--- src/rtl/soc_pkg.sv ---
// Shared arbiter types: controller state encoding and requester identifiers.
package soc_pkg;

   typedef enum logic [1:0] {
      ARB_IDLE,
      ARB_WAIT_IFU,
      ARB_WAIT_LSU
   } arb_state_t;

   typedef enum logic {
      ARB_ID_IFU,
      ARB_ID_LSU
   } arb_id_t;

endpackage

--- src/rtl/arb_req_slot.sv ---
// One pending-request register for a single requester.
// Holds a request that could not be issued when it arrived. Clear wins over
// capture so the arbiter can retire the slot in the cycle it issues from it.
module arb_req_slot #(
   parameter int AW = 32,
   parameter int DW = 32
) (
   input  logic            clock,
   input  logic            reset,
   input  logic            capture,
   input  logic            clear,
   input  logic [AW-1:0]   in_addr,
   input  logic            in_wen,
   input  logic [DW-1:0]   in_wdata,
   input  logic [DW/8-1:0] in_wmask,
   output logic            valid,
   output logic [AW-1:0]   addr,
   output logic            wen,
   output logic [DW-1:0]   wdata,
   output logic [DW/8-1:0] wmask
);

   // Slot occupancy and payload; payload only loads when the slot fills.
   always_ff @(posedge clock or posedge reset) begin
      if (reset) begin
         valid <= 1'b0;
         addr  <= '0;
         wen   <= 1'b0;
         wdata <= '0;
         wmask <= '0;
      end else if (clear) begin
         valid <= 1'b0;
      end else if (capture) begin
         valid <= 1'b1;
         addr  <= in_addr;
         wen   <= in_wen;
         wdata <= in_wdata;
         wmask <= in_wmask;
      end
   end

endmodule

--- src/rtl/mem_arbiter.sv ---
// Memory port arbiter between the instruction fetch unit and load/store unit.
// One transaction is outstanding at memory at a time; each requester may have
// one more request parked in its pending slot. Live requests in an idle cycle
// are bypassed straight to memory with no added latency.
// Optional build macro MEM_ARB_RR_EN: round-robin arbitration when both
// requesters compete; without it the LSU always wins.
module mem_arbiter
   import soc_pkg::*;
#(
   parameter int AW = 32,
   parameter int DW = 32
) (
   input  logic            clock,
   input  logic            reset,
   input  logic            ifu_reqValid,
   input  logic [AW-1:0]   ifu_addr,
   output logic            ifu_respValid,
   output logic [DW-1:0]   ifu_rdata,
   input  logic            lsu_reqValid,
   input  logic [AW-1:0]   lsu_addr,
   input  logic            lsu_wen,
   input  logic [DW-1:0]   lsu_wdata,
   input  logic [DW/8-1:0] lsu_wmask,
   output logic            lsu_respValid,
   output logic [DW-1:0]   lsu_rdata,
   output logic            mem_reqValid,
   output logic [AW-1:0]   mem_addr,
   output logic            mem_wen,
   output logic [DW-1:0]   mem_wdata,
   output logic [DW/8-1:0] mem_wmask,
   input  logic            mem_respValid,
   input  logic [DW-1:0]   mem_rdata
);

   localparam int MW = DW / 8;

   arb_state_t state, state_next;

   logic          ifu_slot_valid;
   logic [AW-1:0] ifu_slot_addr;
   logic          ifu_slot_wen;
   logic [DW-1:0] ifu_slot_wdata;
   logic [MW-1:0] ifu_slot_wmask;
   logic          ifu_capture, ifu_clear;

   logic          lsu_slot_valid;
   logic [AW-1:0] lsu_slot_addr;
   logic          lsu_slot_wen;
   logic [DW-1:0] lsu_slot_wdata;
   logic [MW-1:0] lsu_slot_wmask;
   logic          lsu_capture, lsu_clear;

   logic ifu_cand, lsu_cand;
   logic issue;
   logic grant_lsu;
   logic ifu_live_issued, lsu_live_issued;
   logic ifu_owner_busy, lsu_owner_busy;

   // Pending slot for fetches; fetches never write, so write fields stay 0.
   arb_req_slot #(.AW(AW), .DW(DW)) u_ifu_slot (
      .clock    (clock),
      .reset    (reset),
      .capture  (ifu_capture),
      .clear    (ifu_clear),
      .in_addr  (ifu_addr),
      .in_wen   (1'b0),
      .in_wdata ('0),
      .in_wmask ('0),
      .valid    (ifu_slot_valid),
      .addr     (ifu_slot_addr),
      .wen      (ifu_slot_wen),
      .wdata    (ifu_slot_wdata),
      .wmask    (ifu_slot_wmask)
   );

   // Pending slot for loads and stores.
   arb_req_slot #(.AW(AW), .DW(DW)) u_lsu_slot (
      .clock    (clock),
      .reset    (reset),
      .capture  (lsu_capture),
      .clear    (lsu_clear),
      .in_addr  (lsu_addr),
      .in_wen   (lsu_wen),
      .in_wdata (lsu_wdata),
      .in_wmask (lsu_wmask),
      .valid    (lsu_slot_valid),
      .addr     (lsu_slot_addr),
      .wen      (lsu_slot_wen),
      .wdata    (lsu_slot_wdata),
      .wmask    (lsu_slot_wmask)
   );

   // A requester is a candidate if it has a parked request or a live one.
   // With a full slot the parked request is the candidate and any live
   // pulse is a protocol violation that gets dropped.
   assign ifu_cand = ifu_slot_valid | ifu_reqValid;
   assign lsu_cand = lsu_slot_valid | lsu_reqValid;

   // Issue only from idle; reset blanks the request output combinationally.
   assign issue = !reset && (state == ARB_IDLE) && (ifu_cand || lsu_cand);

`ifdef MEM_ARB_RR_EN
   arb_id_t last_grant;

   // On contention, favour whichever requester was not served last.
   always_comb begin
      grant_lsu = lsu_cand && (!ifu_cand || (last_grant == ARB_ID_IFU));
   end

   // Remember the most recent winner on every issue.
   always_ff @(posedge clock or posedge reset) begin
      if (reset) begin
         last_grant <= ARB_ID_IFU;
      end else if (issue) begin
         last_grant <= grant_lsu ? ARB_ID_LSU : ARB_ID_IFU;
      end
   end
`else
   // Fixed priority: a load/store always beats a fetch.
   always_comb begin
      grant_lsu = lsu_cand;
   end
`endif

   // A live request consumed directly by the issue path is not parked.
   assign ifu_live_issued = issue && !grant_lsu && !ifu_slot_valid;
   assign lsu_live_issued = issue &&  grant_lsu && !lsu_slot_valid;

   // The owner of the in-flight transaction may not queue another request
   // until its response cycle; in the response cycle ownership is ending,
   // so a new request is parked and issued from the next idle cycle.
   assign ifu_owner_busy = (state == ARB_WAIT_IFU) && !mem_respValid;
   assign lsu_owner_busy = (state == ARB_WAIT_LSU) && !mem_respValid;

   // Park every live request that is neither issued now nor a violation.
   assign ifu_capture = ifu_reqValid && !ifu_slot_valid && !ifu_live_issued && !ifu_owner_busy;
   assign lsu_capture = lsu_reqValid && !lsu_slot_valid && !lsu_live_issued && !lsu_owner_busy;

   // Retire a slot in the cycle its parked request wins.
   assign ifu_clear = issue && !grant_lsu && ifu_slot_valid;
   assign lsu_clear = issue &&  grant_lsu && lsu_slot_valid;

   // Read data is shared; only the respValid pulses say whose it is.
   assign ifu_rdata = mem_rdata;
   assign lsu_rdata = mem_rdata;

   // State register.
   always_ff @(posedge clock or posedge reset) begin
      if (reset) begin
         state <= ARB_IDLE;
      end else begin
         state <= state_next;
      end
   end

   // Next state, memory request mux and response routing.
   always_comb begin
      state_next    = state;
      mem_reqValid  = 1'b0;
      mem_addr      = '0;
      mem_wen       = 1'b0;
      mem_wdata     = '0;
      mem_wmask     = '0;
      ifu_respValid = 1'b0;
      lsu_respValid = 1'b0;

      unique case (state)
         ARB_IDLE: begin
            if (issue) begin
               mem_reqValid = 1'b1;
               if (grant_lsu) begin
                  state_next = ARB_WAIT_LSU;
                  if (lsu_slot_valid) begin
                     mem_addr  = lsu_slot_addr;
                     mem_wen   = lsu_slot_wen;
                     mem_wdata = lsu_slot_wdata;
                     mem_wmask = lsu_slot_wen ? lsu_slot_wmask : '0;
                  end else begin
                     mem_addr  = lsu_addr;
                     mem_wen   = lsu_wen;
                     mem_wdata = lsu_wdata;
                     mem_wmask = lsu_wen ? lsu_wmask : '0;
                  end
               end else begin
                  state_next = ARB_WAIT_IFU;
                  if (ifu_slot_valid) begin
                     mem_addr  = ifu_slot_addr;
                     mem_wen   = ifu_slot_wen;
                     mem_wdata = ifu_slot_wdata;
                     mem_wmask = ifu_slot_wmask;
                  end else begin
                     mem_addr  = ifu_addr;
                  end
               end
            end
         end
         ARB_WAIT_IFU: begin
            if (mem_respValid) begin
               ifu_respValid = 1'b1;
               state_next    = ARB_IDLE;
            end
         end
         ARB_WAIT_LSU: begin
            if (mem_respValid) begin
               lsu_respValid = 1'b1;
               state_next    = ARB_IDLE;
            end
         end
         default: begin
            state_next = ARB_IDLE;
         end
      endcase
   end

endmodule

--- config.mk ---
export PLATFORM = sky130hd
export DESIGN_NAME = mem_arbiter
export DESIGN_NICKNAME = d
export VERILOG_FILES = /design/src/rtl/soc_pkg.sv /design/src/rtl/arb_req_slot.sv /design/src/rtl/mem_arbiter.sv
export SDC_FILE = /design/constraint.sdc
export NUM_CORES = 1
export LEC_CHECK = 0
export CORE_MARGIN = 2
export CORE_UTILIZATION = 43
export DETAILED_ROUTE_END_ITERATION = 12
export PLACE_DENSITY = 0.89
export SLEW_MARGIN = 10
export SYNTH_ARGS = -nofsm -noshare
export SYNTH_HDL_FRONTEND = slang
export SYNTH_SLANG_ARGS = --single-unit
--- constraint.sdc ---
create_clock -name clock -period 4.2 [get_ports clock]
set_clock_uncertainty 0.15 [all_clocks]
set_input_delay 0.42 -clock clock [delete_from_list [all_inputs] [get_ports clock]]
set_output_delay 0.42 -clock clock [all_outputs]
set_load 0.02 [all_outputs]
# --- Yosys cells after proc, flatten, opt, wreduce, memory -nomap -nowiden ---
# Cells that the tools add are included.
word_totals:
  regBits: 105
  input_bits: 138
  output_inout_bits: 136
classes:
  reduce_logical: 33
  mux: 32
  bitwise_logic: 4
  eq_ne: 4
ops:
  columns: ["cell", "n"]
  rows:
  - ["$mux 32", 9]
  - ["$mux 4", 6]
  - ["$logic_and 1x1->1", 16]
  - ["$mux 1", 13]
  - ["$logic_not 1->1", 9]
  - ["$mux 2", 3]
  - ["$reduce_and 2->1", 3]
  - ["$pmux 2 s2", 1]
  - ["$reduce_bool 2->1", 2]
  - ["$eq 2x1->1 const B", 1]
  - ["$eq 2x2->1 const B", 1]
  - ["$logic_not 2->1", 1]
  - ["$ne 2x1->1 const B", 1]
  - ["$ne 2x2->1 const B", 1]
  - ["$not 1->1", 2]
  - ["$or 1x1->1", 2]
  - ["$reduce_or 2->1", 1]
  - ["$logic_or 1x1->1", 1]

# --- Longest topological paths before layout ---
# Gate-level depths: netlist of the first run.
depth:
  ltp_word: 10
  ltp_mapped: 7

# --- Cells and area by module ---
# Synthesis of the first run repeated with hierarchy kept, for this count alone.
hier_totals:
  cells_unflattened: 617
  area_unflattened_um2: 7638.6
by_module_without_submodules:
  columns: ["mod", "area_per_inst_um2", "instances", "cells_each"]
  rows:
  - ["arb_req_slot", 2653.8, 2, 151]
  - ["mem_arbiter", 2331.0, 1, 315]

# --- Worst setup path after synthesis of the first run ---
# No wires, ideal clock.
synth_path:
  kind: "reg2out"
  start: "register state[0]"
  end: "output mem_addr[24]"
  path_stages_with_launch: 8
  arrival_ns: 2.327
  slack_ns: 1.303
  n_path_buf: 2
  cell_sequence: "dfrtp_1 -> inv_1 -> ha_1 -> nor2b_4 -> o31ai_1 -> buf_2 -> buf_2 -> a2111oi_0"
synth_between:
  elab_chain_len: 5
synth_rtl:
  columns: ["item", "line_no", "rtl"]
  rows:
  - ["start, declared", "mem_arbiter.sv:37", "arb_state_t state, state_next;"]
  - ["start signal, assigned", "mem_arbiter.sv:152", "state <= state_next;"]
  - ["$logic_not 2->1 (*)", "mem_arbiter.sv:100, mem_arbiter.sv:167", null]
  - ["$logic_and 1x1->1 (2 in series)", "mem_arbiter.sv:100", "assign issue = !reset && (state == ARB_IDLE) && (ifu_cand || lsu_cand);"]
  - ["$mux 32", "mem_arbiter.sv:169", "if (issue) begin"]
  - ["$mux 32 (*)", "mem_arbiter.sv:167", "unique case (state)"]
  - ["end, declared", "mem_arbiter.sv:27", "output logic [AW-1:0] mem_addr,"]
# Every way passes the cells marked *; elsewhere a longest branch is shown, timed or not.

# --- Final worst setup path of the first run ---
layout_path:
  start: "register u_lsu_slot.valid"
  end: "output mem_addr[6]"
layout_between:
  elab_chain_len: 5
  elab_cells_between_ends: 7
  cone_classes: "mux: 4; bitwise: 1; reduce/logical: 2"
layout_rtl:
  columns: ["item", "line_no", "rtl"]
  rows:
  - ["start, declared", "arb_req_slot.sv:16", "output logic valid,"]
  - ["start signal, assigned", "arb_req_slot.sv:26", "valid <= 1'b0;"]
  - ["start signal, assigned", "arb_req_slot.sv:32", "valid <= 1'b0;"]
  - ["start signal, assigned", "arb_req_slot.sv:34", "valid <= 1'b1;"]
  - ["$or 1x1->1", "mem_arbiter.sv:97", "assign lsu_cand = lsu_slot_valid | lsu_reqValid;"]
  - ["$logic_or 1x1->1", "mem_arbiter.sv:100", null]
  - ["$logic_and 1x1->1", "mem_arbiter.sv:100", null]
  - ["$mux 32 (*)", "mem_arbiter.sv:169", null]
  - ["$mux 32 (*)", "mem_arbiter.sv:167", null]
# Marked as above.

==> metrics.sh, run 1 <==
CTS_REPAIR_RESIZE_COUNT=0
TIMING.MAX_CAP.VIOLATIONS=0
FINAL_HPWL_FROM_DETAILED_PLACEMENT_UM=11100
SYNTH_ASYNC_SR_FLOP_SHARE=1.00
HP-START='u_lsu_slot.addr[8]$_DFFE_PP0P_'
NUMBER_OF_GLOBAL_ROUTE_VIAS_BEFORE_REPAIR=4883
YOSYSWARNINGCOUNT=0
SYN-INSTANCE-COUNT=554
SYNTHTOLAYOUTAREAGROWTH_PCT=28.0
ANTENNA_CELLS_INSERTED=0
PLACEABLECOREAREA_UM2=14400
FINAL_MIN_PERIOD_OVER_CLOCK_PERIOD=0.860
FILLERINSTANCES=1161
CP_DATA_ARRIVAL_TIME_NS=3.04
WORST_PATH_LARGEST_CELL_DELAY_NS=0.86
CP_CELL_SEQUENCE='or2_1 -> o31ai_4 -> buf_4 -> a2111oi_0 -> clkdlybuf4s50_1'
TIGHTEST_SLEW_NS=1.03
SYNTHESIS.NETS=695
VIASPERCELL=5.57
PATH_CLK_SLEW_NS=0.07
SYNTH_AREA_LEADER_CELL='sky130_fd_sc_hd__dfrtp_1'
CTS_ROOT_BUF='sky130_fd_sc_hd__clkbuf_16'
REPORT.FINAL.SETUP_VIOL=0
FINAL-HOLD-VIOLATION-COUNT=0
WORSTSETUPENDPOINTTYPE='primary output'
STARTPOINT_TYPE='flop'
MAX_FREQ_MHz=277
DESIGN.FINAL.NETS=787
GRT_USE_TOTAL=0.203
HTREE_LEVELS=3
SYNTH-SEQ-AREA-SHARE=0.417
GRT_ANTENNA_BEFORE_REPAIR=0
INITIAL_UTILIZATION=0.437
POWER_DENSITY_nW_PER_UM2=679
POST_SYNTH_INSTANCE_AREA_UM2=6300
CTS.PATH.MAX_BUFFERS=2
RUN_STATUS='finished clean'
ANTENNA_VIOLATION_NET_COUNT_AFTER_DETAILED_ROUTING=0
TRITONCTS.NUM_BUFFERS=9
FIRST_PASS_ITERATION_COUNT_OF_THE_DETAILED_ROUTER=4
SYNTH-EDFF-COUNT=0
CRITICALPATHCATEGORY='reg -> out'
TIMING.CRITICAL_PATH.REQUIRED_NS=3.63
GRT_FIRST_PASS_WIRELENGTH_UM=25700
MAX-SLEW-MARGIN-REL=0.315
POST_ROUTE_CELLS_DRIVE_ABOVE_1_SHARE=0.103
CRITICAL_PATH.TOP_DELAY_FAMILY='buffers and inverters'
CRITICAL_PATH.MAX_FANOUT=70
SYNTHDISTINCTLIBCELLS=32
DIE_W_UM=125
FINALWIRELENGTH_UM=15900
CHIPHEIGHT_UM=125
TIMING_MAX_TRANSITION_VIOLATIONS_FINAL=0
YS_SEQ_ELEMENTS=105
DETAIL_ROUTE.WL_PER_CELL_UM=19.1
SETUP_REPAIR_AFTER_GLOBAL_ROUTING_MISSED_ITS_MARGIN='no'
SYNTH.MOST_COMMON_CELL='sky130_fd_sc_hd__dfrtp_1'
CRIT_PATH_TOP_DELAY_CELL='sky130_fd_sc_hd__dfrtp_4'
IR_WORST_VDD_mV=0.377
DETAILED_ROUTE_DRC_ERROR_COUNT=0
CRITICAL_PATH_BUF_INV_COUNT=2
CTS_TREE='done'
INSERTION_DELAY_NS=0.35
AVGSYNTHCELLAREA_UM2=11.4
TIMING.RR.START='u_lsu_slot.valid$_DFFE_PP0P_'
FIN_SETUP_TNS_NS=0
CRITICAL_PATH.STARTPOINT='u_lsu_slot.valid$_DFFE_PP0P_'
FIN_WORST_HOLD_SLACK_NS=0.343
POST_CTS_SETUP_BUFS=0
DRT-INITIAL-DRC-COUNT=212
YOSYS-TOP-CELLS-COUNT='sky130_fd_sc_hd__dfrtp_1, sky130_fd_sc_hd__mux2_1, sky130_fd_sc_hd__buf_4, sky130_fd_sc_hd__nor2b_1'
CTS_HOLD_BUFFERS=0
SYNTH.AREA.TOP_CELLS='sky130_fd_sc_hd__dfrtp_1, sky130_fd_sc_hd__mux2_1, sky130_fd_sc_hd__buf_4'
PERIOD_MINUS_SLACK_NS=3.61
DIEAREA_UM2=15600
GLOBALROUTE.TOTALOVERFLOW=0
ROW_COUNT=44
DETAILROUTE.VIA_COUNT=4651
CTS.SINKS=105
SYNTH_TOP_FLOP_CELL='sky130_fd_sc_hd__dfrtp_1'
ROUTABILITYCONGESTION=0.921
BUFFER_PORTS.INSERTED=177
IO_PINS=274
P_LEAK_uW=0.00329
GRT_MAX_DEGREE=84
NETLIST.AREA_LEADER.SHARE=0.417
HP-CLASS='reg -> reg'
-- sequential cells by signal, indices dropped and copies added (netlist names) --
name / flops
u_lsu_slot.wdata: 32
u_lsu_slot.addr: 32
u_lsu_slot.wmask: 4
u_lsu_slot.wen: 1
u_ifu_slot.valid: 1
u_lsu_slot.valid: 1
state: 2
u_ifu_slot.addr: 32
-- logic make-up (layout without fill, tap and decap cells) --
logic type / after synthesis / in the layout / share of synthesized area
fa+ha+maj: 3 / 3 / 0.00596
buf+inv: 113 / 210 / 0.114
simple gates: 123 / 123 / 0.114
mux: 134 / 134 / 0.251
flops: 105 / 105 / 0.417
compound gates: 76 / 76 / 0.0977
-- per-stage QoR --
| stage | worst slack (ns) | util | total power [µW] | area, µm² | instances |
|---|---|---|---|---|---|
| 2_1_floorplan | 0.869 | - | 3700 | 6300 | 554 |
| 3_3_place_gp | 0.930 | 0.538 | 4480 | 7750 | 819 |
| 3_5_place_dp | 0.790 | 0.538 | 4610 | 7750 | 819 |
| 4_1_cts | 0.585 | 0.559 | 5520 | 8060 | 835 |
| 5_1_grt | 0.367 | 0.559 | 5820 | 8060 | 835 |
| 6_report | 0.589 | 0.559 | 5470 | 8060 | 835 |
-- routing by layer --
layer | track usage | part of all wire | vias up
met5 | 0 | 0 | -
met2 | 0.326 | 0.48 | 200
met3 | 0.0779 | 0.081 | 31
met4 | 0.0732 | 0.024 | 0
met1 | 0.250 | 0.42 | 2304
li1 | - | - | 2116
-- final timing paths --
check,endpoint,slack [ns],depth (start not counted)
worst max-delay path,mem_addr[6],0.59,5
worst min-delay path,u_lsu_slot.addr[8]$_DFFE_PP0P_,0.34,1
worst max register to register,u_lsu_slot.addr[3]$_DFFE_PP0P_,1.48,5
worst min register to register,u_lsu_slot.addr[8]$_DFFE_PP0P_,0.34,1
max in group asynchronous,u_ifu_slot.addr[7]$_DFFE_PP0P_,2.32,3
min in group asynchronous,state[1]$_DFFE_PP0P_,0.69,2
-- power by group --
part           switching, µW  total (µW)  internal (µW)
clock                    385         881            496
sequential               420        1950           1530
combinational           1240        2640           1400
-- final cells by class --
type	count	area, µm²	share of cell area
clock buffers	12	256	0.0318
clock inverters	4	51.3	0.00636
inverters	6	25.0	0.00310
multi-input cells	336	2990	0.371
flip-flops and latches	105	2630	0.327
well taps	184	230	0.0286
repair buffers	188	1880	0.233
-- cell usage in the layout, fill, tap and decap left out, types with 3 or more instances in the layout --
cell                              Yosys  final
sky130_fd_sc_hd__inv_1                6      5
sky130_fd_sc_hd__nand3_1              5      4
sky130_fd_sc_hd__mux2_1              69     69
sky130_fd_sc_hd__mux2_4              30     30
sky130_fd_sc_hd__clkdlybuf4s50_1      0    177
sky130_fd_sc_hd__dfrtp_1            105    103
sky130_fd_sc_hd__nand3b_1             5      5
sky130_fd_sc_hd__ha_1                 3      3
sky130_fd_sc_hd__nor2_1              33     33
sky130_fd_sc_hd__clkbuf_16            0      9
sky130_fd_sc_hd__buf_4               67      9
sky130_fd_sc_hd__nor2b_1             36     35
sky130_fd_sc_hd__a21oi_1              6      6
sky130_fd_sc_hd__nor3b_1             31     31
sky130_fd_sc_hd__mux2i_1             33     33
sky130_fd_sc_hd__a22oi_1             31     31
sky130_fd_sc_hd__a2111oi_0           32     32
sky130_fd_sc_hd__nand2_1              5      5
Power figures use the tool's default switching activity.
==> inputs of run 2 (changes only) <==
- PLACE_DENSITY: 0.89 -> 0.82
==> run 2 against run 1 <==
Routed wire length increased by 6.3%. Final area decreased by 0.50%. Sequential cell count unchanged. Setup slack got worse by 0.22 ns. Worst hold slack about the same. Final cell count decreased by 0.24%. Die area unchanged. Via count increased by 0.56%. Non-clock buffer count decreased by 1. Total power decreased by 0.77%. Critical path type unchanged. Largest cell class unchanged. Highest routed layer unchanged.
==> metrics.sh, run 2 (synthesized netlist as in run 1, its figures left out) <==
RUN_STATUS='finished clean'
PLACEABLECOREAREA_UM2=14400  # unchanged
CTS_REPAIR_RESIZE_COUNT=0  # unchanged
FIN_WORST_HOLD_SLACK_NS=0.343  # +0.000369 ns
INITIAL_UTILIZATION=0.437  # unchanged
IR_WORST_VDD_mV=0.347  # -8.0%
FINAL-HOLD-VIOLATION-COUNT=0  # unchanged
LAYOUT.CELLS.MOST_COMMON='sky130_fd_sc_hd__clkdlybuf4s50_1'
DETAILED_ROUTE_DRC_ERROR_COUNT=0  # unchanged
ANTENNA_VIOLATION_NET_COUNT_AFTER_DETAILED_ROUTING=0  # unchanged
SYNTHTOLAYOUTAREAGROWTH_PCT=27.3
CP_DATA_ARRIVAL_TIME_NS=3.27  # +0.23 ns
CRITICALPATHCATEGORY='reg -> out'
REGAREA_UM2=2630  # unchanged
P_LEAK_uW=0.00327  # -0.68%
POWER_DENSITY_nW_PER_UM2=677  # -0.28%
CTS.SINKS=105  # unchanged
GLOBALROUTE.TOTALOVERFLOW=0  # unchanged
BUFFER_PORTS.INSERTED=177  # unchanged
TIMING.MAX_CAP.VIOLATIONS=0  # unchanged
FRACTION_OF_THE_CORE_AREA_COVERED_BY_CELLS_AT_THE_END_OF_THE_FLOW=0.556  # -0.00278
DESIGN.FINAL.NETS=786  # -0.13%
CP_CELL_SEQUENCE='o31ai_4 -> buf_4 -> a2111oi_0 -> clkdlybuf4s50_1'
DETAIL_ROUTE.WL_PER_CELL_UM=20.3  # +6.5%
NUMBER_OF_GLOBAL_ROUTE_VIAS_BEFORE_REPAIR=5189  # +6.3%
ROUTABILITYCONGESTION=0.854  # -7.3%
INSERTION_DELAY_NS=0.35  # about the same
DRT-INITIAL-DRC-COUNT=205  # -3.3%
FINAL_HPWL_FROM_DETAILED_PLACEMENT_UM=11800  # +7.0%
CTS_ROOT_BUF='sky130_fd_sc_hd__clkbuf_16'
GRT_FIRST_PASS_WIRELENGTH_UM=27600  # +7.3%
PERIOD_MINUS_SLACK_NS=3.84  # +0.224 ns
CTS_HOLD_BUFFERS=0  # unchanged
GRT_MAX_DEGREE=71  # -15%
FIN_SETUP_TNS_NS=0  # unchanged
TIMING.CRITICAL_PATH.REQUIRED_NS=3.63  # about the same
IO_PINS=274  # unchanged
RR_ENDPOINT='u_ifu_slot.addr[13]$_DFFE_PP0P_'
HP-START='u_lsu_slot.addr[9]$_DFFE_PP0P_'
GRT_ANTENNA_BEFORE_REPAIR=0  # unchanged
HTREE_LEVELS=3  # unchanged
FIN_TOTAL_PWR_uW=5430  # -0.77%
WORSTSETUPENDPOINTTYPE='primary output'
CRITICAL_PATH.MAX_FANOUT=36  # -49%
MAX_FREQ_MHz=261  # -5.9%
TIMING_MAX_TRANSITION_VIOLATIONS_FINAL=0  # unchanged
VIASPERCELL=5.61  # +0.80%
POST_CTS_SETUP_BUFS=0  # unchanged
REPORT.FINAL.SETUP_VIOL=0  # unchanged
MAX-SLEW-MARGIN-REL=0.205  # -0.110
TIMING.RR.START='u_lsu_slot.valid$_DFFE_PP0P_'
MOST-COMMON-LAYOUT-CELLS='sky130_fd_sc_hd__clkdlybuf4s50_1, sky130_fd_sc_hd__dfrtp_1, sky130_fd_sc_hd__mux2_1'
FINAL_MIN_PERIOD_OVER_CLOCK_PERIOD=0.913  # +0.0534
R2R_CELLS=5  # unchanged
STARTPOINT_TYPE='flop'
CTS_TREE='done'
DIE_W_UM=125  # unchanged
FINALWIRELENGTH_UM=16900  # +6.3%
CHIPHEIGHT_UM=125  # unchanged
ROW_COUNT=44  # unchanged
TIGHTEST_SLEW_NS=1.19  # +0.164 ns
MIN_TO='u_lsu_slot.addr[9]$_DFFE_PP0P_'
DIEAREA_UM2=15600  # unchanged
HP-CLASS='reg -> reg'
HOLD-PATH-CELL-COUNT=1  # unchanged
FILLERINSTANCES=1233  # +6.2%
ANTENNA_CELLS_INSERTED=0  # unchanged
SETUP_REPAIR_AFTER_GLOBAL_ROUTING_MISSED_ITS_MARGIN='no'
GRT_USE_TOTAL=0.218  # +0.0149
TRITONCTS.NUM_BUFFERS=9  # unchanged
PATH_CLK_SLEW_NS=0.07  # about the same
WORST_PATH_LARGEST_CELL_DELAY_NS=1.16  # +0.30 ns
TOP_REGS='u_ifu_slot.addr: 32 flops, u_lsu_slot.addr: 32 flops, u_lsu_slot.wdata: 32 flops'
REGTOREGSETUPSLACK_NS=1.23  # -0.25 ns
PLACED_CELLS=818  # -0.12%
CTS.PATH.MAX_BUFFERS=2  # unchanged
LAYOUTNONFILLERINSTCOUNT=833  # -0.24%
CRIT_PATH_TOP_DELAY_CELL='sky130_fd_sc_hd__dfrtp_2'
MULTI_INPUT_AREA_UM2=2980  # -0.17%
FIRST_PASS_ITERATION_COUNT_OF_THE_DETAILED_ROUTER=4  # unchanged
DETAILROUTE.VIA_COUNT=4677  # +0.56%
POST_ROUTE_CELLS_DRIVE_ABOVE_1_SHARE=0.102  # -0.00122
==> run 2: where the power goes <==
part | switching, µW | leakage, µW | internal [µW] | total (µW)
registers | 437 | 0.00124 | 1530 | 1970
logic | 1210 | 0.00189 | 1400 | 2610
clock network | 393 | 0.000138 | 461 | 854
==> run 2: cell type report <==
cell class,count,area share
clock inverter,6,0.00842
clock buffer,9,0.0281
tap,184,0.0287
sequential,105,0.328
inverter,6,0.00312
multi-input combinational,336,0.372
timing repair buffer,187,0.232
==> run 2: how the worst max path moves through the flow <==
stage	from	cells past startpoint	slack (ns)	endpoint
floorplan	reset	1	0.87	state[0]$_DFFE_PP0P_
CTS	u_ifu_slot.valid$_DFFE_PP0P_	4	0.40	mem_addr[30]
finish	u_ifu_slot.valid$_DFFE_PP0P_	4	0.36	mem_addr[30]
global route	u_ifu_slot.valid$_DFFE_PP0P_	4	0.32	mem_addr[30]
detailed placement	lsu_reqValid	7	0.51	mem_wdata[10]
global placement	lsu_reqValid	6	0.62	mem_addr[3]
==> run 2: critical path: cells and delay by family (launching register included) <==
| kind | cells | cell delay [ns] |
|---|---|---|
| buf+inv | 2 | 1.01 |
| flops | 1 | 1.16 |
| compound gates | 2 | 0.74 |
==> run 2: stage by stage <==
step	area, µm²	setup WS, ns
finish	8020	0.364
global route	8020	0.324
CTS	8020	0.403
detailed placement	7730	0.512
global placement	7730	0.619
floorplan	6300	0.869
==> run 2: per-layer routing <==
layer	wire length, µm	vias to the layer above	global-route usage	share of wire
li1	-	2104	-	-
met1	6400	2294	0.245	0.38
met3	1540	33	0.0770	0.091
met2	8570	246	0.380	0.51
met5	0	-	0	0
met4	416	0	0.0824	0.025
